[src/rtl/nn_mac_pipe.sv]
// rtl/nn_mac_pipe.sv - multi-lane signed multiply-accumulate execute unit
// Two-stage pipe: stage 1 multiplies, stage 2 updates accumulators and loads saturated READ results.
module nn_mac_pipe #(
  parameter int DATA_WIDTH = 16,
  parameter int LANES      = 4,
  parameter int ACC_WIDTH  = 40
) (
  input  logic                          CLK,
  input  logic                          RST,
  input  logic                          in_valid,
  output logic                          in_ready,
  input  logic [1:0]                    in_op,
  input  logic [LANES*DATA_WIDTH-1:0]   in_a,
  input  logic [LANES*DATA_WIDTH-1:0]   in_b,
  output logic                          out_valid,
  input  logic                          out_ready,
  output logic [LANES*DATA_WIDTH-1:0]   out_data,
  output logic [LANES-1:0]              out_sat,
  output logic                          busy
);

  localparam int PW = 2 * DATA_WIDTH;
  localparam logic signed [ACC_WIDTH-1:0] SAT_MAX =
    {{(ACC_WIDTH-DATA_WIDTH+1){1'b0}}, {(DATA_WIDTH-1){1'b1}}};
  localparam logic signed [ACC_WIDTH-1:0] SAT_MIN =
    {{(ACC_WIDTH-DATA_WIDTH+1){1'b1}}, {(DATA_WIDTH-1){1'b0}}};

  typedef enum logic [1:0] {
    OP_MUL  = 2'b00,
    OP_MAC  = 2'b01,
    OP_CLR  = 2'b10,
    OP_READ = 2'b11
  } opT;

  logic                        s1Valid;
  opT                          s1Op;
  logic signed [PW-1:0]        s1Prod  [LANES];
  logic signed [ACC_WIDTH-1:0] acc     [LANES];
  logic signed [PW-1:0]        mulA    [LANES];
  logic signed [PW-1:0]        mulB    [LANES];
  logic signed [PW-1:0]        mulP    [LANES];
  logic signed [ACC_WIDTH-1:0] prodExt [LANES];
  logic [LANES*DATA_WIDTH-1:0] satData;
  logic [LANES-1:0]            satFlag;
  logic                        adv;
  logic                        inFire;
  logic                        s2Fire;

  // A stalled output register freezes both stages; s1 may still fill if empty.
  assign adv      = !out_valid || out_ready;
  assign in_ready = !RST && (!s1Valid || adv);
  assign inFire   = in_valid && in_ready;
  assign s2Fire   = s1Valid && adv;
  assign busy     = s1Valid || out_valid;

  always_comb begin
    satData = '0;
    satFlag = '0;
    for (int i = 0; i < LANES; i++) begin
      mulA[i]    = PW'($signed(in_a[i*DATA_WIDTH +: DATA_WIDTH]));
      mulB[i]    = PW'($signed(in_b[i*DATA_WIDTH +: DATA_WIDTH]));
      mulP[i]    = mulA[i] * mulB[i];
      prodExt[i] = ACC_WIDTH'(s1Prod[i]);
      if (acc[i] > SAT_MAX) begin
        satData[i*DATA_WIDTH +: DATA_WIDTH] = SAT_MAX[DATA_WIDTH-1:0];
        satFlag[i] = 1'b1;
      end else if (acc[i] < SAT_MIN) begin
        satData[i*DATA_WIDTH +: DATA_WIDTH] = SAT_MIN[DATA_WIDTH-1:0];
        satFlag[i] = 1'b1;
      end else begin
        satData[i*DATA_WIDTH +: DATA_WIDTH] = acc[i][DATA_WIDTH-1:0];
      end
    end
  end

  always_ff @(posedge CLK or posedge RST) begin
    if (RST) begin
      s1Valid <= 1'b0;
      s1Op    <= OP_MUL;
      for (int i = 0; i < LANES; i++) s1Prod[i] <= '0;
    end else if (inFire) begin
      s1Valid <= 1'b1;
      s1Op    <= opT'(in_op);
      for (int i = 0; i < LANES; i++) s1Prod[i] <= mulP[i];
    end else if (adv) begin
      s1Valid <= 1'b0;
    end
  end

  // Accumulators live only in stage 2, so a READ behind a MAC always sees its result.
  always_ff @(posedge CLK or posedge RST) begin
    if (RST) begin
      out_valid <= 1'b0;
      out_data  <= '0;
      out_sat   <= '0;
      for (int i = 0; i < LANES; i++) acc[i] <= '0;
    end else begin
      if (s2Fire) begin
        for (int i = 0; i < LANES; i++) begin
          case (s1Op)
            OP_MUL:  acc[i] <= prodExt[i];
            OP_MAC:  acc[i] <= acc[i] + prodExt[i];
            OP_CLR:  acc[i] <= '0;
            default: acc[i] <= acc[i];
          endcase
        end
      end
      if (s2Fire && s1Op == OP_READ) begin
        out_valid <= 1'b1;
        out_data  <= satData;
        out_sat   <= satFlag;
      end else if (out_ready) begin
        out_valid <= 1'b0;
      end
    end
  end

endmodule

[config.mk]
export PLATFORM = sky130hd
export DESIGN_NAME = nn_mac_pipe
export DESIGN_NICKNAME = d
export VERILOG_FILES = /design/src/rtl/nn_mac_pipe.sv
export SDC_FILE = /design/constraint.sdc
export NUM_CORES = 2
export LEC_CHECK = 0
export CORE_ASPECT_RATIO = 0.5
export CORE_MARGIN = 4
export CORE_UTILIZATION = 40
export CTS_BUF_LIST = sky130_fd_sc_hd__clkbuf_16
export CTS_CLUSTER_DIAMETER = 80
export DETAILED_ROUTE_END_ITERATION = 7
export GPL_ROUTABILITY_DRIVEN = 0
export HOLD_SLACK_MARGIN = 0.08
export PLACE_DENSITY = 0.56
export SLEW_MARGIN = 20
export SYNTH_ARGS = -nofsm -noshare
export SYNTH_HDL_FRONTEND = slang
export SYNTH_SLANG_ARGS = --single-unit
[constraint.sdc]
create_clock -name CLK -period 15.4 [get_ports CLK]
set_input_delay 1.54 -clock CLK [delete_from_list [all_inputs] [get_ports CLK]]
set_output_delay 1.54 -clock CLK [all_outputs]
set_load 0.005 [all_outputs]
## Word level (Yosys, flattened, before mapping)

Index checks and enable logic that the tools add are counted.

| word-level totals | value |
|---|---|
| register bits after elaboration | 360 |
| output and inout port bits | 71 |
| word-level logic and storage cells | 71 |

| cells by class | value |
|---|---|
| $add $sub $neg | 4 |
| $mul | 4 |
| order comparisons | 8 |
| equal/unequal tests | 3 |
| mux-type cells | 24 |
| reductions and logical operators | 15 |

Operator list:

| cell | count |
|---|---|
| $pmux W40 S3 | 4 |
| $add A40 B32 Y40 | 4 |
| $gt A40 B16 Y1 const B | 4 |
| $lt A40 B16 Y1 const B | 4 |
| $mul A16 B16 Y32 | 4 |
| $mux W16 | 8 |
| $mux W1 | 12 |
| $eq A2 B2 Y1 const B | 2 |
| $logic_and A1 B1 Y1 | 4 |
| $reduce_bool A2 Y1 | 2 |
| $logic_not A1 Y1 | 3 |
| $logic_or A1 B1 Y1 | 3 |
| $reduce_bool A3 Y1 | 1 |
| $eq A2 B1 Y1 const B | 1 |
| $logic_not A2 Y1 | 1 |
| $reduce_and A2 Y1 | 1 |

## Longest topological paths before layout

| depth | value |
|---|---|
| depth in word-level cells | 6 |
| gate-level depth with buffers | 28 |

## Worst setup path after synthesis

OpenSTA, ideal clock, no wires.

| path | value |
|---|---|
| path kind | input -> register |
| start | in in_b[39] |
| end | reg s1Prod (netlist bit prodExt[67]) |
| library setup time | 0.095 ns |
| arrival | 7.726 ns |
| required time | 15.305 ns |
| setup slack | 7.578 ns |
| cell stages on the path | 26 |
| path buffers | 1 |
| path through | clkbuf_1 nand2_1 fa_1 inv_1 fa_1 inv_1 fa_1 inv_1 fa_1 fa_1 inv_1 fa_1 inv_1 ha_1 a21oi_1 o21ai_0 a21oi_1 nor2b_1 o41a_1 o31a_1 o311a_1 o21a_1 o21ai_1 a21oi_1 o21a_1 o31ai_1 |

| between the ends | value |
|---|---|
| word-level cells in the longest chain between the ends | 1 |

RTL lines:

| what | RTL line | text |
|---|---|---|
| start: declaration | 14 | `input logic [LANES*DATA_WIDTH-1:0] in_b,` |
| $mul A16 B16 Y32 | 62 | `mulP[i] = mulA[i] * mulB[i];` |
| end: declaration | 37 | `logic signed [PW-1:0] s1Prod [LANES];` |

Every way passes these cells.
A chain may end at the register's enable or synchronous reset.

## Worst setup path after layout

| path | value |
|---|---|
| start | in in_b[7] |
| end | reg s1Prod (netlist bit prodExt[151]) |

The elaborated chain is that of the path after synthesis.

==> impl_metrics.tcl <==
set metrics [dict create \
    layout_setup_ws_ns 6.98 \
    clk_path_buf_depth 3 \
    cpMostUsedCell "fa_1" \
    hold_viol_final 0 \
    hp-start "out_data[63]$_DFFE_PP0P_" \
    synth.most_common_cell "inv_1" \
    preCtsSetupSlack_ns 6.41 \
    min_path_type "reg2reg" \
    placed_area_mm2 0.0645 \
    via_per_inst 5.10 \
    ys_top_cells_by_count "inv_1, fa_1, nand2_1" \
    synth_edf_count 0 \
    fin_crit_ns 8.42 \
    synthArstFlopShare 1.00 \
    die-area_mm2 0.158 \
    arrival_ns 8.85 \
    critPathMaxStageDelay_ns 0.94 \
    cpMaxStageDelayCell "clkdlybuf4s50_1" \
    start_util 0.405 \
    htree_num_levels 2 \
    die_h_um 283 \
    grt_pass1_vias 46631 \
    antenna_found_initial 2 \
    grt_first_pass_wirelength_mm 253 \
    ys_types 67 \
    critical_path_class "in2reg" \
    area_delta_synth_final_pct 8.91 \
    cp_data_required_time_ns 15.83 \
    syn_area_mm2 0.0606 \
    grt.busiest_layer "met2" \
    endpoint_kind "register" \
    drt_wl_total_mm 150 \
    drtIter0Drc 2317 \
    synth_top_cell_by_area "fa_1" \
    setup_viol_count_final 0 \
    grt.total_usage 0.194 \
    skew_ns 0.0332 \
    first_pass_iters 7 \
    status "finished clean" \
    avgRoutedWirePerCell_um 17.1 \
    ys_ff_latch 360 \
    clkLatencyLatePin_ns 0.59 \
    hpwl_mm 119 \
    syn_nets 8387 \
    drc_errors 0 \
    nets 8421 \
    die_w_um 559 \
    grt_overflow 0 \
    cap_violations 0 \
    worstMarginPinSlew_ns 1.04 \
    ys.warnings.count 0 \
    cts-buffers-inserted 46 \
    r2r-start "acc[120]$_DFFE_PP0P_" \
    hold_depth 2 \
    r2r_cells 14 \
    start_kind "primary input" \
    report.final.slew_viol_count 0 \
    cts_sinks 360 \
    port_buffers 204 \
    grt.met3_usage 0.0157 \
    r2r-end "acc[158]$_DFFE_PP0P_" \
    critical_path_peak_fanout 16 \
    avgSynthCellArea_um2 9.03 \
    synthTopCellsByArea "fa_1, dfrtp_1, ha_1, inv_1, and2_1" \
    core_area_mm2 0.150 \
    clock.fmax_ghz 0.119 \
    io_pins 205 \
    rsz0062_at_grt "false" \
    postCtsSetupBuffers 0 \
    fin_tns_setup_ns 0 \
    startpoint "in_b[7]" \
    holdWs_ns 0.477 \
    yosysSeqAreaShare 0.149 \
    cts_resized 0 \
    relSlewSlack 0.307 \
    use_met2 0.313 \
    whs_endpoint "out_data[63]$_DFFE_PP0P_" \
    post-route-period-util 0.547 \
    synth_cells 6714 \
    tritoncts "built" \
    synth_top_flop_cell "dfrtp_1" \
    num_rows 100 \
    grtUsageMet1 0.288 \
    stdcell_area_mm2 0.0660 \
    ant_nets 0 \
    hold_buffers 0 \
    ctsRootBufferMaster "clkbuf_16" \
    yosysTopAreaCellShare 0.347 \
    dr_total_vias 44728 \
    grt_start_max_net_pins 162 \
    ff2ff_setup_slack_ns 11.03 \
    clk_pin_slew_ns 0.06 \
    drive_gt1_frac 0.0192 \
]
-- cell families (layout without fill, tap and decap cells) --
group	count (synthesis)	in the layout	synth area share
other	0	2	0
multiplexers	7	7	0.00122
flip-flops	360	360	0.149
XOR/XNOR	265	265	0.0383
AND/OR/NAND/NOR	2073	2073	0.162
AO/OA/AOI/OAI	1013	1013	0.112
buffers and inverters	1457	1524	0.0902
adder cells (fa/ha/maj)	1539	1539	0.448
-- cell type report --
cell class / instances / area, µm²
fill: 14818 / 83600
multi-input combinational: 4897 / 46200
sequential: 360 / 9010
inverter: 1211 / 4550
tap: 1989 / 2490
timing repair buffer: 232 / 2260
clock buffer: 46 / 1150
clock inverter: 35 / 337
antenna: 2 / 5.00
-- cells in the final DEF (no fill, tap or decap), drive strengths merged, types with 9 or more instances in the layout --
| cell | Yosys | final |
|---|---|---|
| a2111oi | 9 | 9 |
| a211o | 13 | 13 |
| a211oi | 22 | 22 |
| a21boi | 10 | 10 |
| a21o | 122 | 122 |
| a21oi | 259 | 259 |
| a221o | 48 | 48 |
| a221oi | 108 | 108 |
| a31oi | 25 | 25 |
| and2 | 495 | 495 |
| and3 | 32 | 32 |
| buf | 11 | 28 |
| clkbuf | 235 | 46 |
| clkdlybuf4s50 | 0 | 204 |
| clkinv | 0 | 16 |
| dfrtp | 360 | 360 |
| fa | 1052 | 1052 |
| ha | 487 | 487 |
| inv | 1211 | 1223 |
| nand2 | 793 | 793 |
| nand2b | 54 | 54 |
| nand3 | 49 | 49 |
| nand4 | 41 | 41 |
| nor2 | 440 | 440 |
| nor2b | 34 | 34 |
| nor3 | 52 | 52 |
| nor4 | 30 | 30 |
| o211ai | 15 | 15 |
| o21a | 32 | 32 |
| o21ai | 221 | 221 |
| o21bai | 36 | 36 |
| o31ai | 28 | 28 |
| or2 | 10 | 10 |
| or3 | 17 | 17 |
| xnor2 | 182 | 182 |
| xor2 | 83 | 83 |
-- worst max-delay path, delay by kind of cell --
kind | cells | cell delay, ns
adders and majority gates | 7 | 3.34
AOI/OAI and AO/OA | 11 | 2.26
xor gates and xnor gates | 1 | 0.32
buffers and inverters | 6 | 1.20
and+or+nand+nor | 1 | 0.17
-- per-layer routing --
layer	wire, µm	part of all wire
met1	72800	0.48
met3	4730	0.032
met2	70000	0.47
met5	0	0
met4	2720	0.018
-- state kept, by name (all words and copies together) (netlist names) --
name       count
prodExt      128
out_data      64
s1Op           2
acc          160
out_sat        4
s1Valid        1
out_valid      1
-- worst max-delay path by stage --
stage	end	cells after the start
2_1_floorplan	acc[0]$_DFFE_PP0P_	1
3_3_place_gp	prodExt[151]$_DFFE_PP0P_	26
3_5_place_dp	prodExt[69]$_DFFE_PP0P_	26
4_1_cts	prodExt[69]$_DFFE_PP0P_	26
5_1_grt	prodExt[150]$_DFFE_PP0P_	24
6_report	prodExt[151]$_DFFE_PP0P_	26
-- stage by stage --
| step | cells | util |
|---|---|---|
| 2_1_floorplan | 6714 | - |
| 3_3_place_gp | 8689 | 0.431 |
| 3_5_place_dp | 8689 | 0.431 |
| 4_1_cts | 8770 | 0.441 |
| 5_1_grt | 8772 | 0.441 |
| 6_report | 8772 | 0.441 |
Power is left out: the tool's default activity adds up to more than one toggle a clock period on the data nets, which glitch-free logic cannot reach.
